File: src/rtl/seq_detect_param_if.sv
// Signal bundle for seq_detect_param: serial stream, configuration and status.
// The optional don't-care mask exists only when SEQ_DET_MASK_EN is defined.
interface seq_detect_param_if #(
    parameter int MAX_LEN = 8,
    parameter int LEN_W   = 4,
    parameter int CNT_W   = 8
);
    logic               in_valid;
    logic               inp_bit;
    logic               cfg_load;
    logic [MAX_LEN-1:0] pattern;
    logic [LEN_W-1:0]   pat_len;
    logic               overlap_en;
    logic               clear;
    logic               seq_seen;
    logic [CNT_W-1:0]   match_count;
    logic               busy_cfg;
`ifdef SEQ_DET_MASK_EN
    logic [MAX_LEN-1:0] mask;
`endif

    modport master (
`ifdef SEQ_DET_MASK_EN
        output mask,
`endif
        output in_valid, inp_bit, cfg_load, pattern, pat_len, overlap_en, clear,
        input  seq_seen, match_count, busy_cfg
    );

    modport slave (
`ifdef SEQ_DET_MASK_EN
        input  mask,
`endif
        input  in_valid, inp_bit, cfg_load, pattern, pat_len, overlap_en, clear,
        output seq_seen, match_count, busy_cfg
    );
endinterface

File: src/rtl/seq_detect_param.sv
// Runtime-programmable serial pattern detector with saturating match counter.
// Define SEQ_DET_MASK_EN to add per-position don't-care masking of the pattern.
module seq_detect_param #(
    parameter int MAX_LEN = 8,
    parameter int LEN_W   = 4,
    parameter int CNT_W   = 8
) (
    input  logic            clk,
    input  logic            reset,
    seq_detect_param_if.slave bus
);
    localparam logic [LEN_W-1:0] MAX_L = LEN_W'(MAX_LEN);

    logic [MAX_LEN-1:0] pattern_r;
    logic [LEN_W-1:0]   len_r;
    logic               ovl_r;
    logic [MAX_LEN-1:0] history;
    logic [MAX_LEN-1:0] hist_nxt;
    logic [MAX_LEN-1:0] len_mask;
    logic [MAX_LEN-1:0] care;
    logic [LEN_W-1:0]   fill;
    logic [CNT_W-1:0]   count_r;
    logic               seen_r;
    logic               accept;
    logic               fill_ok;
    logic               match;
`ifdef SEQ_DET_MASK_EN
    logic [MAX_LEN-1:0] mask_r;
`endif

    function automatic logic [CNT_W-1:0] sat_inc(input logic [CNT_W-1:0] v);
        return (&v) ? v : v + 1'b1;
    endfunction

    function automatic logic [LEN_W-1:0] clamp_len(input logic [LEN_W-1:0] n);
        return (n > MAX_L) ? MAX_L : n;
    endfunction

    // Match evaluation on the incoming bit, against the shifted history
    always_comb begin
        hist_nxt = MAX_LEN'({history, bus.inp_bit});
        len_mask = '0;
        for (int i = 0; i < MAX_LEN; i++) begin
            len_mask[i] = (LEN_W'(i) < len_r);
        end
`ifdef SEQ_DET_MASK_EN
        care = len_mask & ~mask_r;
`else
        care = len_mask;
`endif
        accept  = bus.in_valid & ~bus.clear & ~bus.cfg_load;
        fill_ok = ((LEN_W+1)'(fill) + 1'b1) >= (LEN_W+1)'(len_r);
        match   = accept && (len_r != '0) && fill_ok &&
                  (((hist_nxt ^ pattern_r) & care) == '0);
    end

    // Configuration registers, loaded even when clear is asserted alongside
    always_ff @(posedge clk or negedge reset) begin
        if (!reset) begin
            pattern_r <= '0;
            len_r     <= '0;
            ovl_r     <= 1'b1;
`ifdef SEQ_DET_MASK_EN
            mask_r    <= '0;
`endif
        end else if (bus.cfg_load) begin
            pattern_r <= bus.pattern;
            len_r     <= clamp_len(bus.pat_len);
            ovl_r     <= bus.overlap_en;
`ifdef SEQ_DET_MASK_EN
            mask_r    <= bus.mask;
`endif
        end
    end

    // History, fill, count and match pulse; clear beats cfg_load beats data
    always_ff @(posedge clk or negedge reset) begin
        if (!reset) begin
            history <= '0;
            fill    <= '0;
            count_r <= '0;
            seen_r  <= 1'b0;
        end else if (bus.clear) begin
            history <= '0;
            fill    <= '0;
            count_r <= '0;
            seen_r  <= 1'b0;
        end else if (bus.cfg_load) begin
            history <= '0;
            fill    <= '0;
            seen_r  <= 1'b0;
        end else if (bus.in_valid) begin
            history <= hist_nxt;
            seen_r  <= match;
            if (match && !ovl_r) begin
                fill <= '0;
            end else if (fill != MAX_L) begin
                fill <= fill + 1'b1;
            end
            if (match) begin
                count_r <= sat_inc(count_r);
            end
        end else begin
            seen_r <= 1'b0;
        end
    end

    assign bus.seq_seen    = seen_r;
    assign bus.match_count = count_r;
    assign bus.busy_cfg    = (len_r == '0);
endmodule

File: src/flat_wrapper.sv
// flat-port wrapper written by rule: the top's interface ports become plain ports
module seq_detect_param_flat 
#(
    parameter int MAX_LEN = 8,
    parameter int LEN_W   = 4,
    parameter int CNT_W   = 8
)
  (clk, reset, bus_in_valid, bus_inp_bit, bus_cfg_load, bus_pattern, bus_pat_len, bus_overlap_en, bus_clear, bus_seq_seen, bus_match_count, bus_busy_cfg);
  seq_detect_param_if #(.MAX_LEN(MAX_LEN), .LEN_W(LEN_W), .CNT_W(CNT_W)) bus_i ();
  input  logic clk;
  input  logic reset;
  input wire logic [$bits(bus_i.in_valid)-1:0] bus_in_valid;
  input wire logic [$bits(bus_i.inp_bit)-1:0] bus_inp_bit;
  input wire logic [$bits(bus_i.cfg_load)-1:0] bus_cfg_load;
  input wire logic [$bits(bus_i.pattern)-1:0] bus_pattern;
  input wire logic [$bits(bus_i.pat_len)-1:0] bus_pat_len;
  input wire logic [$bits(bus_i.overlap_en)-1:0] bus_overlap_en;
  input wire logic [$bits(bus_i.clear)-1:0] bus_clear;
  output wire logic [$bits(bus_i.seq_seen)-1:0] bus_seq_seen;
  output wire logic [$bits(bus_i.match_count)-1:0] bus_match_count;
  output wire logic [$bits(bus_i.busy_cfg)-1:0] bus_busy_cfg;
  assign bus_i.in_valid = bus_in_valid;
  assign bus_i.inp_bit = bus_inp_bit;
  assign bus_i.cfg_load = bus_cfg_load;
  assign bus_i.pattern = bus_pattern;
  assign bus_i.pat_len = bus_pat_len;
  assign bus_i.overlap_en = bus_overlap_en;
  assign bus_i.clear = bus_clear;
  assign bus_seq_seen = bus_i.seq_seen;
  assign bus_match_count = bus_i.match_count;
  assign bus_busy_cfg = bus_i.busy_cfg;
  seq_detect_param #(.MAX_LEN(MAX_LEN), .LEN_W(LEN_W), .CNT_W(CNT_W)) u_core (.clk(clk), .reset(reset), .bus(bus_i));
endmodule
File: config.mk
export PLATFORM = sky130hd
export DESIGN_NAME = seq_detect_param_flat
export DESIGN_NICKNAME = d
export VERILOG_FILES = /design/src/rtl/seq_detect_param_if.sv /design/src/rtl/seq_detect_param.sv /design/src/flat_wrapper.sv
export SDC_FILE = /design/constraint.sdc
export NUM_CORES = 1
export LEC_CHECK = 0
export CORE_ASPECT_RATIO = 1.1
export CORE_MARGIN = 1
export CORE_UTILIZATION = 45
export CTS_BUF_LIST = sky130_fd_sc_hd__clkbuf_16
export DETAILED_ROUTE_END_ITERATION = 6
export MAX_ROUTING_LAYER = met4
export PLACE_DENSITY = 0.72
export SLEW_MARGIN = 20
export SYNTH_ARGS = -nofsm -noshare
export SYNTH_HDL_FRONTEND = slang
export SYNTH_SLANG_ARGS = --single-unit
File: constraint.sdc
create_clock -name clk -period 2.3 [get_ports clk]
set_input_delay 0.23 -clock clk [delete_from_list [all_inputs] [get_ports clk]]
set_output_delay 0.23 -clock clk [all_outputs]
set_load 0.005 [all_outputs]
==> summary.txt, run 1 <==
Status
  • Status: finished with violations
  • Failing checks: setup timing

Floorplan
  • Die W: ~60 um
  • Core Area: around 3700 um2
  • DIE AREA: ~4200 um2
  • Initial Util: 0.477
  • Row count: 23
  • Die Span Y: 67.8 um
  • Num ports: 29

Detailed routing
  • Max Used Layer: met4
  • Met2 WL post-DR: about 2200 um
  • DRC: 0
  • Post-route ant nets: 0
  • Vias per std cell: 5.62
  • DRT Pass-1 Iters: 5
  • Metal-1 WL: roughly 1700 um
  • Via count: approximately 1.5k
  • DR WL met3: around 210 um
  • Initial drt markers: roughly 200
  • Drt wl/cell: 16.0 um
  • Final WL: roughly 4200 um

STA
  • Post-Route Skew: 0.00319 ns
  • Final hold viol count: 0
  • Worst setup margin: -0.0355 ns
  • Final setup TNS: -0.0497 ns
  • Final setup fails: 3
  • Fmax: 428 MHz
  • RSZ-0062 raised after global routing: true
  • Tmin final: 2.34 ns
  • Slew headroom: 0.681
  • Final Max Tran Viols: 0
  • Fin crit share: 1.02
  • Measured slew at the worst slew-check pin: between 0.4 and 0.5 ns

Global route
  • Number of global-route vias before repair: 1,455
  • Initial antenna violation count: 0
  • Largest net degree at the start of global routing: 34
  • Tot GR Track Use: 0.238
  • Total global routing overflow: 0
  • First-pass GRT wire length: 6740 um

Clocking
  • TritonCTS Buffers: 5
  • Clock latency on the worst-skew pair: 0.28 ns
  • CTS root buffer: clkbuf_16
  • Longest Clk Path Bufs: 2
  • Clk pin slew, worst setup/hold paths: roughly 0.050 ns
  • Htree depth: 2
  • CTS tree: done
  • CTS Sinks: 33

Synth
  • Most common cell in the synthesized netlist: dfrtp_1
  • Top FF cell, synth: dfrtp_1
  • #FFs+latches synth: 33
  • Avg Cell Area, Syn: around 10 um2
  • Cell variety after synth: 38
  • Area leader, netlist: dfrtp_1
  • Post-synth top area share: 0.453
  • Largest cells by area after synthesis: dfrtp_1 45%, mux2_2 5.7%, ha_1 5.0%
  • Mapped Cells: 169
  • Yosys Warn Count: 0
  • Register area share after synthesis: 0.467
  • Synth cell count leaders: 32 x dfrtp_1, 10 x a21oi_1, 10 x nor2_1
  • Post-synth ARST share: 1.00
  • Post-synth EDFFs: 0
  • Mapped cell area: about 1800 um2
  • Syn Nets: 195

Worst setup path
  • RR Endpoint: u_core.bus.match_count[2]$_DFFE_PN0P_
  • Critical R2R Launch: u_core.fill[0]$_DFFE_PN0P_
  • R2R setup slack: -0.04 ns
  • R2R depth: 9
  • Setup crit end kind: flip-flop
  • Worst Path Required: around 2.5 ns
  • Critical path arrival: 2.54 ns
  • Setup crit start: u_core.fill[0]$_DFFE_PN0P_
  • CP Launch Type: flip-flop
  • Critical path class: flip-flop to flip-flop
  • Peak fanout along the critical path: 5

Finish
  • Cell area after layout: approximately 2400 um2
  • Layout Nets: between 200 and 250
  • Sequential Area: 830 um2
  • Area delta synth->final: 38.5%
  • Share of cells above drive strength 1: 0.256
  • Layout Cells excl Fill: between 200 and 300
  • # fillers: around 270
  • # diodes: 0
  • Area of the multi-input gates: ~990 um2

Power and ir drop
  • Max VDD drop: about 0.46 mV
  • Leak: 1.10 nW
  • Pwr dens: 587 nW/um2

Place
  • Cell Area, Placed: around 2200 um2
  • Placed Cells: 249
  • Hpwl dp: around 2800 um
  • Port Buffer Count: 28
  • RePlAce Congestion: between 0.9 and 1

Hold path
  • HP Class: input pin to asynchronous set/reset pin

Flow run
  • Max cap viols: 0
==> metal layers <==
metal  vias to the layer above  track usage
li1                        699            -
met1                       727        0.258
met2                        52        0.398
met3                        12       0.0670
met4                         0        0.108
met5                         -            -
==> kinds of logic after synthesis <==
family                   synth area share
AND/OR/NAND/NOR                     0.163
multiplexers                        0.103
buffers and inverters              0.0346
XOR/XNOR                           0.0545
AO/OA/AOI/OAI                       0.128
flip-flops                          0.467
adder cells (fa/ha/maj)            0.0495
==> where the power goes <==
group | total [mW] | leakage (nW) | switching, mW | internal [mW]
Clock | 0.616 | 0.0738 | 0.228 | 0.388
Combinational | 0.191 | 0.592 | 0.0893 | 0.102
Sequential | 0.630 | 0.431 | 0.0228 | 0.607
Total | 1.44 | 1.10 | 0.340 | 1.10
==> through the flow <==
step / power, mW / utilization / hold slack, ns / setup slack [ns]
finish: 1.44 / 0.660 / 0.355 / -0.0355
global route: 1.49 / 0.660 / 0.409 / -0.105
CTS: 1.44 / 0.635 / 0.375 / 0.0138
detailed placement: 0.808 / 0.580 / 0.523 / -0.101
global placement: 0.799 / 0.580 / 0.517 / -0.00328
floorplan: 0.725 / - / -0.0656 / 0.0912
==> worst max-delay path: stages, from the launching register on <==
cell	delay [ns]
dfrtp_2	0.44
ha_4	0.19
xor2_2	0.15
ha_1	0.28
nand2_1	0.05
o211ai_1	0.17
buf_4	0.16
nand4b_4	0.13
or4_4	0.54
a21oi_2	0.14
==> placed cells by master, fill, tap and decap left out, drive strengths merged, types with 8 or more instances in the layout <==
master         count
clkdlybuf4s50     28
o21ai              9
nor2              10
inv               11
a21oi             11
mux2i              8
mux2               9
buf               16
dfrtp             32
==> final cells by class <==
class / instances / share of cell area
clock buffers: 5 / 0.0511
clock inverters: 3 / 0.00460
inverters: 9 / 0.0138
multi-input cells: 121 / 0.403
flip-flops and latches: 33 / 0.339
well taps: 50 / 0.0255
repair buffers: 44 / 0.163
==> state kept, by name, indices dropped and copies added (netlist names) <==
signal / flops
u_core.ovl_r: 1
u_core.bus.match_count: 8
u_core.bus.seq_seen: 1
u_core.pattern_r: 8
u_core.len_r: 4
u_core.fill: 4
u_core.history: 7
==> worst max path at each step <==
stage / endpoint / depth (start not counted)
after global placement: u_core.bus.match_count[3]$_DFFE_PN0P_ / 8
after detailed placement: u_core.bus.match_count[3]$_DFFE_PN0P_ / 8
after floorplan: u_core.bus.match_count[3]$_DFFE_PN0P_ / 8
after global routing: u_core.bus.match_count[2]$_DFFE_PN0P_ / 9
after CTS: u_core.bus.match_count[7]$_DFFE_PN0P_ / 10
final: u_core.bus.match_count[2]$_DFFE_PN0P_ / 9
==> what timing repair did <==
action	in CTS	in global routing
hold buffers	0	0
gates cloned	1	0
resized for setup	5	14
buffers inserted	4	3
endpoints found under the setup margin	3	12
pin swaps	6	7
(Power assumes the default switching activity.)
==> run 2: changes to the inputs <==
- CORE_MARGIN: 1 -> 5
==> run 2 against run 1 <==
The flow still finishes with violations (setup timing). Clock skew increased by 0.00089 ns. Power grew 8.7%. Sequential share of layout area decreased by 0.21 points. Cell area increased by 0.46%. Die area up 26%. Clock power rose by 23%. Critical endpoint is now u_core.bus.match_count[4]$_DFFE_PN0P_. Largest power group is now the clock network.
==> summary.txt, run 2 (same netlist as run 1, synthesis figures left out) <==
Status
  • Status: finished with violations
  • Failing checks: setup timing

Worst setup path
  • CP Launch Type: flip-flop
  • Critical path class: flip-flop to flip-flop
  • Peak fanout along the critical path: 7 (+2)
  • Critical path arrival: 2.50 ns (-0.04 ns)
  • Setup crit end kind: flip-flop
  • Crit path buf inv count: 1 (unchanged)
  • Worst Path Required: 2.47 ns (-0.03 ns)
  • Top Family by Delay on Critical Path: compound AO/OA/AOI/OAI gates
  • Critical-path top delay cell: dfrtp_1
  • Largest stage delay, worst path: 0.42 ns (-0.12 ns)
  • CP Cell Sequence: ha_2 -> xor2_2 -> ha_1 -> nand2_1 -> o211ai_1 -> nand4b_4 -> buf_6 -> o31a_1 -> o21ba_2

Clocking
  • CTS Sinks: 33 (unchanged)
  • Htree depth: 2 (unchanged)
  • Longest Clk Path Bufs: 2 (unchanged)
  • Clock latency on the worst-skew pair: 0.28 ns (about the same)
  • TritonCTS Buffers: 5 (unchanged)
  • CTS tree: done
  • Clk pin slew, worst setup/hold paths: 0.05 ns (about the same)
  • CTS root buffer: clkbuf_16

Global route
  • Initial antenna violation count: 0 (unchanged)
  • Tot GR Track Use: 0.161 (-0.0766)
  • First-pass GRT wire length: 6420 um (-4.8%)
  • Number of global-route vias before repair: 1,448 (-0.48%)
  • Largest net degree at the start of global routing: 34 (unchanged)
  • Total global routing overflow: 0 (unchanged)

STA
  • Post-Route Skew: 0.00408 ns (+0.000892 ns)
  • Final hold viol count: 0 (unchanged)
  • Fmax: 429 MHz (+0.17%)
  • Fin crit share: 1.01 (-0.00173)
  • RSZ-0062 raised after global routing: true
  • Final Max Tran Viols: 0 (unchanged)
  • Measured slew at the worst slew-check pin: 0.562 ns (+0.0832 ns)
  • Final setup fails: 3 (unchanged)
  • Worst setup margin: -0.0316 ns (+0.00398 ns)
  • Final setup TNS: -0.0719 ns (-0.0222 ns)
  • Hold slack: 0.357 ns (+0.00253 ns)
  • Slew headroom: 0.626 (-0.0555)
  • Tmin final: 2.33 ns (-0.00398 ns)

Hold path
  • HP Class: input pin to asynchronous set/reset pin

Floorplan
  • Core Area: 3870 um2 (+4.3%)
  • Die W: 69.8 um (+13%)
  • DIE AREA: 5290 um2 (+26%)
  • Row count: 24 (+4.3%)
  • Initial Util: 0.457 (-0.0199)
  • Num ports: 29 (unchanged)
  • Die Span Y: 75.8 um (+12%)

Finish
  • Area of the multi-input gates: 962 um2 (-2.5%)
  • Share of cells above drive strength 1: 0.245 (-0.0105)
  • Sequential Area: 828 um2 (-0.15%)
  • Layout Nets: 237 (-1.3%)
  • Area delta synth->final: 39.1%
  • Layout Cells excl Fill: 264 (-0.38%)
  • # diodes: 0 (unchanged)
  • Most frequent cells in the layout: 31 x dfrtp_1, 28 x clkdlybuf4s50_1, 10 x buf_4
  • # fillers: 278 (+1.5%)
  • Most common cell after layout, fill and taps aside: dfrtp_1

Place
  • Port Buffer Count: 28 (unchanged)
  • Placed Cells: 251 (+0.80%)
  • RePlAce Congestion: 0.836 (-11%)
  • Hpwl dp: 2860 um (+0.76%)

Detailed routing
  • Via count: 1,426 (-4.3%)
  • Drt wl/cell: 14.9 um (-6.8%)
  • Final WL: 3930 um (-7.1%)
  • Initial drt markers: 40 (-79%)
  • Post-route ant nets: 0 (unchanged)
  • DRC: 0 (unchanged)
  • DRT Pass-1 Iters: 4 (-1)
  • Vias per std cell: 5.40 (-3.9%)

Power and ir drop
  • Leak: 1.08 nW (-1.3%)
  • Max VDD drop: 0.532 mV (+15%)
  • Pwr dens: 635 nW/um2 (+8.2%)

Flow run
  • Max cap viols: 0 (unchanged)
==> run 2: cell types whose count changed in the layout (fill, tap and decap cells not counted), sizes merged <==
| cell | before | now |
|---|---|---|
| nand4b | 2 | 1 |
| inv | 11 | 9 |
| clkinvlp | 0 | 1 |
| bufinv | 0 | 1 |
| buf | 16 | 14 |
==> run 2: cell type report <==
type | instances | share of cell area
Multi-Input combinational cell | 120 | 0.391
Sequential cell | 33 | 0.337
Timing Repair Buffer | 42 | 0.163
Clock buffer | 5 | 0.0508
Tap cell | 52 | 0.0264
Clock inverter | 3 | 0.0188
Inverter | 9 | 0.0137
==> run 2: power by group <==
part	internal, mW	total (mW)	leakage [nW]	switching (mW)
sequential	0.606	0.629	0.432	0.0229
combinational	0.0945	0.174	0.569	0.0795
clock	0.512	0.760	0.0800	0.248
total	1.21	1.56	1.08	0.350
==> run 2: per-layer routing <==
layer  GRT usage  part of all wire  wire, um
met5           -                 0         0
met4      0.0702             0.020        78
met3      0.0528             0.046       181
met2       0.277              0.52      2030
met1       0.173              0.42      1640
==> run 2: final timing paths <==
kind | start | endpoint | slack (ns) | cells past startpoint
max in group asynchronous | reset | u_core.ovl_r$_DFFE_PN1P_ | 1.60 | 2
min | reset | u_core.bus.match_count[6]$_DFFE_PN0P_ | 0.36 | 2
min in group clk | bus_pat_len[0] | u_core.len_r[0]$_DFFE_PN0P_ | 0.53 | 3
max | u_core.fill[0]$_DFFE_PN0P_ | u_core.bus.match_count[4]$_DFFE_PN0P_ | -0.03 | 9
min reg2reg | u_core.pattern_r[6]$_DFFE_PN0P_ | u_core.pattern_r[6]$_DFFE_PN0P_ | 0.53 | 1
max reg2reg | u_core.fill[0]$_DFFE_PN0P_ | u_core.bus.match_count[4]$_DFFE_PN0P_ | -0.03 | 9
==> run 2: worst register-to-register path, stage by stage (launching register included) <==
cell and delay [ns]:
dfrtp_1 0.42, ha_2 0.21, xor2_2 0.15, ha_1 0.28, nand2_1 0.06, o211ai_1 0.28, nand4b_4 0.20, buf_6 0.16
o31a_1 0.26, o21ba_2 0.19
==> run 2: repair_timing <==
item | CTS | global route
setup endpoints to repair | 7 | 12
hold buffers | 0 | 0
setup buffers | 5 | 0
cloned | 0 | 0
resized for setup | 12 | 11
pin swaps | 6 | 11
==> run 2: metrics by stage <==
step	area, um2	utilization	worst slack [ns]	power [mW]
3_3_place_gp	2150	0.556	-0.0104	0.799
5_1_grt	2460	0.635	-0.128	1.61
2_1_floorplan	1770	-	0.0912	0.725
6_report	2460	0.635	-0.0316	1.56
3_5_place_dp	2150	0.556	-0.159	0.807
4_1_cts	2410	0.623	-0.0354	1.57
==> run 3: changes to the inputs <==
- REMOVE_ABC_BUFFERS: default -> 1
==> run 3 against run 2 <==
The run still ends with setup timing left. Cell count down 1.1%. Hold slack improved by 0.0017 ns. Clock power shrank 18%. Flip-flop and latch count did not move. First-iteration DRC count is 33% higher. Via count rose by 1.5%. Combinational power increased by 3%. Fmax grew 0.83%. Wire length up 2.3%. Power is 8.2% lower. Highest routed layer unchanged. Register-to-register slack better by 0.02 ns. Cell area shrank 4.1%.
==> summary.txt, run 3 (same netlist as run 1, synthesis figures left out) <==
Place
  • Hpwl dp: 2900 um (+1.4%)
  • RePlAce Congestion: 0.861 (+3.1%)
  • Port Buffer Count: 28 (unchanged)
  • Cell Area, Placed: 2140 um2 (-0.70%)
  • Placed Cells: 249 (-0.80%)
  • Place WS: -0.0574 ns (+0.102 ns)

Finish
  • Cell area after layout: 2360 um2 (-4.1%)
  • Share of cells above drive strength 1: 0.206 (-0.0395)
  • Layout Nets: 234 (-1.3%)
  • Most common cell after layout, fill and taps aside: dfrtp_1
  • # diodes: 0 (unchanged)
  • Most frequent cells in the layout: 32 x dfrtp_1, 28 x clkdlybuf4s50_1, 9 x o21ai_0, 9 x nor2_1, 9 x mux2_2
  • Layout Cells excl Fill: 261 (-1.1%)
  • # fillers: 315 (+13%)
  • Area delta synth->final: 33.5%

Hold path
  • HP Class: input pin to asynchronous set/reset pin

Worst setup path
  • Worst Path Required: 2.51 ns (+0.04 ns)
  • Critical-path top delay cell: or4_4
  • Critical path class: flip-flop to flip-flop
  • CP Cell Sequence: ha_2 -> xor2_1 -> ha_1 -> nand2_1 -> o211ai_1 -> buf_4 -> nand4b_4 -> or4_4 -> a21oi_2
  • Peak fanout along the critical path: 5 (-2)
  • CP Launch Type: flip-flop
  • Critical path arrival: 2.52 ns (+0.02 ns)
  • Setup crit end kind: flip-flop
  • R2R depth: 9 (unchanged)
  • Largest stage delay, worst path: 0.51 ns (+0.09 ns)
  • RR Endpoint: u_core.bus.match_count[2]$_DFFE_PN0P_
  • Critical R2R Launch: u_core.fill[0]$_DFFE_PN0P_
  • Setup crit start: u_core.fill[0]$_DFFE_PN0P_
  • R2R setup slack: -0.01 ns (+0.02 ns)

Status
  • Failing checks: setup timing
  • Status: finished with violations

Detailed routing
  • Drt wl/cell: 15.4 um (+3.5%)
  • Initial drt markers: 53 (+33%)
  • DRT Pass-1 Iters: 4 (unchanged)
  • Post-route ant nets: 0 (unchanged)
  • Final WL: 4020 um (+2.3%)
  • Via count: 1,447 (+1.5%)
  • DRC: 0 (unchanged)
  • Vias per std cell: 5.54 (+2.6%)

STA
  • Worst setup margin: -0.0125 ns (+0.0191 ns)
  • Final Max Tran Viols: 0 (unchanged)
  • RSZ-0062 raised after global routing: true
  • Final setup TNS: -0.0125 ns (+0.0594 ns)
  • Final hold viol count: 0 (unchanged)
  • Tmin final: 2.31 ns (-0.0191 ns)
  • Slew headroom: 0.647 (+0.0215)
  • Final setup fails: 1 (-2)
  • Measured slew at the worst slew-check pin: 0.525 ns (-0.0370 ns)
  • Fin crit share: 1.01 (-0.00829)
  • Fmax: 432 MHz (+0.83%)
  • Post-Route Skew: 0.00429 ns (+0.000210 ns)

Global route
  • Number of global-route vias before repair: 1,480 (+2.2%)
  • GR Util met1: 0.182 (+0.00933)
  • GRT Max-Usage Layer: met2
  • Met3 Use GR: 0.0567 (+0.00396)
  • Largest net degree at the start of global routing: 34 (unchanged)
  • Tot GR Track Use: 0.171 (+0.00979)
  • Total global routing overflow: 0 (unchanged)
  • First-pass GRT wire length: 6830 um (+6.5%)
  • Met2 Use GR: 0.300 (+0.0231)
  • Initial antenna violation count: 0 (unchanged)

Power and ir drop
  • Seq pwr share: 0.438 (+0.035)
  • Max VDD drop: 0.571 mV (+7.4%)
  • Tot Pwr: 1.43 mW (-8.2%)
  • P_sw: 0.339 mW (-3.3%)
  • Switching share of power: 0.236 (+0.0119)
  • Leak: 1.06 nW (-1.7%)
  • Pint: 1.10 mW (-9.6%)
  • Pwr dens: 608 nW/um2 (-4.3%)
  • Gate power share: 0.124 (+0.013)
  • Clock power share: 0.437 (-0.049)

Floorplan
  • Die W: 69.8 um (unchanged)
  • Core Area: 3870 um2 (unchanged)
  • Num ports: 29 (unchanged)
  • Initial Util: 0.457 (unchanged)
  • DIE AREA: 5290 um2 (unchanged)
  • Die Span Y: 75.8 um (unchanged)
  • Row count: 24 (unchanged)

Clocking
  • Clock latency on the worst-skew pair: 0.28 ns (about the same)
  • TritonCTS Buffers: 5 (unchanged)
  • Longest Clk Path Bufs: 2 (unchanged)
  • CTS root buffer: clkbuf_16
  • CTS tree: done
  • CTS Sinks: 33 (unchanged)
  • Hold_buf cts: 0 (unchanged)
  • Htree depth: 2 (unchanged)
  • Clk pin slew, worst setup/hold paths: 0.05 ns (about the same)

Flow run
  • Max cap viols: 0 (unchanged)
## run 3: cell count changes in the layout (fill, tap and decap cells not counted), sizes merged
cell / previous run / this run
buf: 14 / 10
bufinv: 1 / 0
clkinv: 1 / 2
clkinvlp: 1 / 0
inv: 9 / 10
nand4b: 1 / 2
## run 3: worst max path at each step
| stage | depth (start not counted) | to | slack [ns] |
|---|---|---|---|
| 2_1_floorplan | 8 | u_core.bus.match_count[3]$_DFFE_PN0P_ | 0.007 |
| 3_3_place_gp | 8 | u_core.bus.match_count[3]$_DFFE_PN0P_ | 0.007 |
| 3_5_place_dp | 8 | u_core.bus.match_count[6]$_DFFE_PN0P_ | -0.06 |
| 4_1_cts | 9 | u_core.bus.match_count[6]$_DFFE_PN0P_ | 0.006 |
| 5_1_grt | 9 | u_core.bus.match_count[2]$_DFFE_PN0P_ | -0.12 |
| 6_report | 9 | u_core.bus.match_count[2]$_DFFE_PN0P_ | -0.01 |
## run 3: layout make-up
class | instances | area [um2] | area share
clock buffers | 5 | 125 | 0.0530
well taps | 52 | 65.1 | 0.0276
flip-flops and latches | 33 | 827 | 0.350
multi-input cells | 121 | 933 | 0.395
inverters | 9 | 33.8 | 0.0143
repair buffers | 38 | 363 | 0.154
clock inverters | 3 | 13.8 | 0.00583
## run 3: metrics by stage
stage	hold slack, ns	util
after detailed placement	0.522	0.552
after floorplan	-0.0656	-
final	0.359	0.609
after CTS	0.380	0.600
after global routing	0.417	0.609
after global placement	0.515	0.552
## run 3: power by group through the flow
stage / Combinational (mW) / Clock, mW / Sequential [mW]
3_3_place_gp: 0.161 / 0 / 0.637
4_1_cts: 0.181 / 0.642 / 0.628
6_report: 0.179 / 0.627 / 0.629
3_5_place_dp: 0.167 / 0 / 0.638
5_1_grt: 0.197 / 0.659 / 0.632
2_1_floorplan: 0.0828 / 0 / 0.632
## run 3: what timing repair did
| action | in CTS | in global routing |
|---|---|---|
| gates cloned | 1 | 0 |
| buffers inserted | 2 | 1 |
| endpoints found under the setup margin | 3 | 10 |
| pin swaps | 3 | 7 |
| resized for setup | 3 | 9 |
## run 3: metal layers
metal  vias up  share of wire
met5         -              0
met4         0          0.019
met3        10          0.051
met2        39           0.51
met1       703           0.42
li1        695              -
## run 3: worst max-delay path: cells and delay by family (launching register included)
family / cells / cell delay [ns]
AOI/OAI and AO/OA: 2 / 0.31
and+or+nand+nor: 3 / 0.69
xor gates and xnor gates: 1 / 0.17
buffers and inverters: 1 / 0.16
adders and majority gates: 2 / 0.50
DFF: 1 / 0.42
